## config.mk

```make
export PLATFORM = sky130hd
export DESIGN_NAME = counter_ctrl
export DESIGN_NICKNAME = d
export VERILOG_FILES = /design/src/rtl/counter_ctrl_pkg.sv /design/src/rtl/counter_ctrl_core.sv /design/src/rtl/counter_ctrl.sv
export SDC_FILE = /design/constraint.sdc
export NUM_CORES = 1
export LEC_CHECK = 0
export CAP_MARGIN = 20
export CORE_AREA = 2 2 53 67
export DETAILED_ROUTE_END_ITERATION = 6
export DIE_AREA = 0 0 55 69
export PLACE_DENSITY_LB_ADDON = 0.08
export SLEW_MARGIN = 0
export SYNTH_ARGS = -nofsm -noshare
export SYNTH_HDL_FRONTEND = slang
export SYNTH_SLANG_ARGS = --single-unit
export TNS_END_PERCENT = 1
```

## constraint.sdc

```tcl
create_clock -name clk -period 2.3 [get_ports clk]
set_clock_uncertainty 0.05 [all_clocks]
set_input_delay 0.23 -clock clk [delete_from_list [all_inputs] [get_ports clk]]
set_output_delay 0.23 -clock clk [all_outputs]
set_load 0.1 [all_outputs]
```

## src/rtl/counter_ctrl_pkg.sv

```systemverilog
// counter_ctrl_pkg
//   Shared definitions for the counter sequencing controller: FSM state
//   encoding and default widths for the count register and pass counter.
package counter_ctrl_pkg;

  localparam int DEF_WIDTH = 4;
  localparam int DEF_REP_W = 4;

  typedef enum logic [1:0] {
    IDLE = 2'd0,
    RUN  = 2'd1,
    DONE = 2'd2
  } state_t;

endpackage

```

## src/rtl/counter_ctrl_core.sv

```systemverilog
// counter_core
//   WIDTH-bit up counter that runs 0..i_limit and folds back to 0 when it
//   advances from i_limit. Clear has priority over enable.
//   Ports:
//     clk        rising-edge clock
//     reset      asynchronous active-low reset
//     i_clear    force count to 0 on next edge
//     i_enable   advance count on next edge
//     i_limit    terminal count
//     o_q        current count
//     o_at_limit combinational q == limit
module counter_core
  import counter_ctrl_pkg::*;
#(
  parameter int WIDTH = DEF_WIDTH
) (
  input  logic             clk,
  input  logic             reset,
  input  logic             i_clear,
  input  logic             i_enable,
  input  logic [WIDTH-1:0] i_limit,
  output logic [WIDTH-1:0] o_q,
  output logic             o_at_limit
);

  logic [WIDTH-1:0] r_q;

  assign o_q        = r_q;
  assign o_at_limit = (r_q == i_limit);

  // At the terminal count the next advance returns to 0; with limit at the
  // top of the range this is the ordinary binary rollover.
  always_ff @(posedge clk or negedge reset) begin
    if (!reset) begin
      r_q <= '0;
    end else if (i_clear) begin
      r_q <= '0;
    end else if (i_enable) begin
      if (o_at_limit) r_q <= '0;
      else            r_q <= r_q + WIDTH'(1);
    end
  end

endmodule

```

## src/rtl/counter_ctrl.sv

```systemverilog
// counter_ctrl
//   Sequencing controller around counter_core. Accepts a configuration
//   (limit, pass count, auto mode) through a valid/ready handshake, runs the
//   count through the configured passes on each tick, pulses wrap on every
//   limit->0 fold, and reports completion through a done valid/ready pair.
//   Ports:
//     clk         rising-edge clock
//     reset       asynchronous active-low reset
//     cfg_valid   configuration offered
//     cfg_ready   configuration accepted (IDLE only)
//     cfg_limit   terminal count, pass runs 0..cfg_limit
//     cfg_reps    passes minus one
//     cfg_auto    run indefinitely, ignore cfg_reps
//     tick        count-advance strobe
//     abort       stop a run and return to IDLE
//     q           current count
//     wrap        one-cycle pulse after a limit->0 fold
//     busy        run in progress
//     done_valid  run finished, held until accepted
//     done_ready  consumer accepts done
module counter_ctrl
  import counter_ctrl_pkg::*;
#(
  parameter int WIDTH = DEF_WIDTH,
  parameter int REP_W = DEF_REP_W
) (
  input  logic             clk,
  input  logic             reset,
  input  logic             cfg_valid,
  output logic             cfg_ready,
  input  logic [WIDTH-1:0] cfg_limit,
  input  logic [REP_W-1:0] cfg_reps,
  input  logic             cfg_auto,
  input  logic             tick,
  input  logic             abort,
  output logic [WIDTH-1:0] q,
  output logic             wrap,
  output logic             busy,
  output logic             done_valid,
  input  logic             done_ready
);

  state_t           r_state;
  state_t           w_state_next;
  logic [WIDTH-1:0] r_limit;
  logic [REP_W-1:0] r_reps;
  logic             r_auto;
  logic [REP_W-1:0] r_pass;
  logic [REP_W-1:0] w_pass_next;
  logic             r_wrap;
  logic             r_busy;
  logic             r_done_valid;

  logic             w_load;
  logic             w_clear;
  logic             w_adv;
  logic             w_at_limit;
  logic             w_wrap_evt;

  // Abort removes the advance entirely, so it also suppresses the wrap pulse
  // and the final-pass transition of a simultaneous tick.
  assign w_adv      = (r_state == RUN) && tick && !abort;
  assign w_wrap_evt = w_adv && w_at_limit;

  counter_core #(
    .WIDTH(WIDTH)
  ) u_core (
    .clk       (clk),
    .reset     (reset),
    .i_clear   (w_clear),
    .i_enable  (w_adv),
    .i_limit   (r_limit),
    .o_q       (q),
    .o_at_limit(w_at_limit)
  );

  always_ff @(posedge clk or negedge reset) begin
    if (!reset) begin
      r_state <= IDLE;
    end else begin
      r_state <= w_state_next;
    end
  end

  always_comb begin
    w_state_next = r_state;
    w_pass_next  = r_pass;
    w_load       = 1'b0;
    w_clear      = 1'b0;
    case (r_state)
      IDLE: begin
        if (cfg_valid) begin
          w_load       = 1'b1;
          w_clear      = 1'b1;
          w_pass_next  = '0;
          w_state_next = RUN;
        end
      end
      RUN: begin
        if (abort) begin
          w_clear      = 1'b1;
          w_state_next = IDLE;
        end else if (w_wrap_evt) begin
          if (r_auto) begin
            // Auto mode never finishes; the pass count just sticks at its
            // maximum rather than rolling over.
            if (r_pass != '1) w_pass_next = r_pass + REP_W'(1);
          end else if (r_pass == r_reps) begin
            w_state_next = DONE;
          end else begin
            w_pass_next = r_pass + REP_W'(1);
          end
        end
      end
      DONE: begin
        w_clear = 1'b1;
        if (done_ready) w_state_next = IDLE;
      end
      default: begin
        w_clear      = 1'b1;
        w_state_next = IDLE;
      end
    endcase
  end

  always_ff @(posedge clk or negedge reset) begin
    if (!reset) begin
      r_limit <= '0;
      r_reps  <= '0;
      r_auto  <= 1'b0;
    end else if (w_load) begin
      r_limit <= cfg_limit;
      r_reps  <= cfg_reps;
      r_auto  <= cfg_auto;
    end
  end

  always_ff @(posedge clk or negedge reset) begin
    if (!reset) begin
      r_pass <= '0;
    end else begin
      r_pass <= w_pass_next;
    end
  end

  // Moore outputs are registered from the next state so they line up with
  // the state register; the final wrap and done_valid rise together.
  always_ff @(posedge clk or negedge reset) begin
    if (!reset) begin
      r_wrap       <= 1'b0;
      r_busy       <= 1'b0;
      r_done_valid <= 1'b0;
    end else begin
      r_wrap       <= w_wrap_evt;
      r_busy       <= (w_state_next == RUN);
      r_done_valid <= (w_state_next == DONE);
    end
  end

  assign cfg_ready  = (r_state == IDLE);
  assign wrap       = r_wrap;
  assign busy       = r_busy;
  assign done_valid = r_done_valid;

endmodule

```

==> out/metrics.cfg <==
[synthesis]
syn_area_per_cell_sq_um=11.40
yosysUniqueCellTypes=31
synth.net_count=116
synth-seq-cells=22
netlist_area_sq_um=1129
yosysWarningCount=0
synth_cells=99
synth-seq-area-share_pct=48.78

[clocking]
cts_buffers=3
max-clock-path-buffers=2
path_clk_slew_ns=0.08
cts-hold-fix-buffers=0
worstSkewPairLatency_ns=0.26
root_buffer=clkbuf_8
cts_tree=yes
htreeDepth=1
cts_resized=0
post_cts_buffers=0
clock_sinks=22

[global_route]
grt_max_degree=23
grt.overflow.total=0
antenna_found_initial=0
grt_pass1_wl_mm=3.760
globalRouteTotalUtil_pct=13.30
grt_pass1_vias=835

[critical_path]
worst-path-max-fanout=9
critPathKind=reg -> reg
path_cells=nor3b_4 > nand2_4 > a2111oi_4 > nand4_1 > mux2_1
worst_ep_required_time_ns=2.40
cp-start-kind=flop
slowest_delay_ns=0.52
end_kind=flop
rrSetupSlack_ns=0.35
arrival_ns=2.05
critical-path-slowest-cell=dfrtp_1

[sta]
rsz0062_at_grt=no
max_freq_mhz=512.4
worstMarginPinSlew_ns=0.5222
setup_slack_ns=0.3483
fin_crit_ns=1.952
finalCritPeriodShare_pct=84.86
setup_tns_ns=0
hold_viol=0
slew_headroom_pct=65.12
setup_viol=0
maxSlewViolCount=0

[detailed_routing]
drt_iter0_drc=35
ant_nets=0
wire_per_inst_um=13.12
totalWireLength_mm=2.126
drc_errors=0
dr.pass1.iters=4
via_count=830
post_drt_via_cell_ratio=5.123

[power_and_ir_drop]
p_per_area_nw_per_um2=722.4
peakVddDrop_mv=0.3515
total_power_uw=1037
p_leak_uw=0.0006197

[finish]
fill_cells=318
drive_above_1_share_pct=27.20
final_core_util_pct=45.34
diodes=0
nets=143
area.growth.synth_to_final_pct=27.16
final_area_sq_um=1435

[placement]
post-dp-hpwl_mm=1.574
place_congestion=0.7283
preCtsSetupSlack_ns=0.2054
placed_area_sq_um=1380
numPortBuffers=22

[floorplanning]
die_x_um=55
initial_utilization_pct=35.65
row_count=23
die_area_sq_um=3795
ioPinCount=23
core_sq_um=3166
die_h_um=69

[run_status]
status=finished, final reports clean

[hold_path]
hold_path_class=in -> async

[flow_run]
drv_cap=0

per-stage QoR:
stage / cells / hold slack (ns)
2_1_floorplan: 99 / -0.1156
3_3_place_gp: 158 / 0.4630
3_5_place_dp: 158 / 0.4673
4_1_cts: 162 / 0.2654
5_1_grt: 162 / 0.3040
6_report: 162 / 0.2524
final timing paths:
kind | start | endpoint | cells after the start
min | reset | r_state[1] | 2
min in group clk | cfg_reps[3] | r_reps[3] | 3
min reg2reg | r_limit[0] | r_limit[0] | 1
max in group asynchronous | reset | u_core.o_q[3] | 2
max | r_state[0] | r_pass[3] | 5
max reg2reg | r_state[0] | r_pass[3] | 5
layer usage:
layer	GRT usage (%)	wire [um]	vias up
li1	-	-	405
met5	0	0	-
met4	7.317	53	0
met3	2.165	100	5
met1	16.23	919	404
met2	21.30	1053	16
cell families (layout without fill, tap and decap cells):
| family | Yosys count | after routing | synth area share [%] |
|---|---|---|---|
| adder cells (fa/ha/maj) | 2 | 2 | 2.217 |
| XOR/XNOR | 5 | 5 | 3.880 |
| AND/OR/NAND/NOR | 34 | 34 | 17.41 |
| flip-flops | 22 | 22 | 48.78 |
| multiplexers | 10 | 10 | 9.867 |
| buffers and inverters | 6 | 32 | 3.436 |
| AO/OA/AOI/OAI | 20 | 20 | 14.41 |
cell type report:
type	count	area, sq um	share of cell area [%]
flip-flops and latches	22	555.5	38.71
repair buffers	25	222.7	15.52
well taps	37	46.29	3.226
clock buffers	4	55.05	3.836
inverters	3	11.26	0.7847
multi-input cells	71	544.3	37.92
cells in the final DEF (no fill, tap or decap), drive strengths merged, types with 4 or more instances in the layout:
| master | instances |
|---|---|
| nor2 | 10 |
| mux2 | 9 |
| buf | 11 |
| nand2 | 6 |
| clkdlybuf4s50 | 14 |
| a21oi | 6 |
| dfrtp | 22 |
| xnor2 | 5 |
| clkbuf | 4 |
where the power goes:
group / internal (uW) / switching (uW)
logic: 122 / 154
registers: 437 / 45.8
clock network: 153 / 126
total: 711 / 326
critical path, delay by kind of cell (launching register included):
family,cells,cell delay (ns)
AOI/OAI and AO/OA,1,0.36
and+or+nand+nor,3,0.60
muxes,1,0.32
DFF,1,0.52
state kept, by name, indices dropped and copies added, names as in the netlist, 2 cells and up:
signal	flops
r_reps	4
r_limit	4
r_state	2
r_pass	4
u_core.o_q	4
cell usage after synthesis:
cell type	number	area (sq um)
o21ai_0	3	15.01
mux2_1	1	11.26
and4_1	2	17.52
nor3b_4	1	18.77
o211ai_1	1	7.510
o2111a_1	1	11.26
inv_1	3	11.26
nor3_1	2	10.01
nor2_1	10	37.54
mux2i_1	1	10.01
a31o_2	1	8.760
nor2b_1	3	18.77
buf_6	2	22.52
ha_1	2	25.02
a2111oi_4	1	27.53
nor3b_1	1	7.510
nand2_1	5	18.77
buf_2	1	5.000
nand2b_1	3	18.77
a21o_1	3	22.52
nand3_1	2	10.01
nand2_4	1	11.26
xnor2_1	5	43.79
nand3b_1	2	15.01
a2111oi_2	1	15.01
a22oi_1	2	15.01
a21bo_2	1	10.01
a21oi_1	6	30.03
nand4_1	2	12.51
mux2_2	8	90.09
dfrtp_1	22	550.5
(Power assumes the default switching activity.)
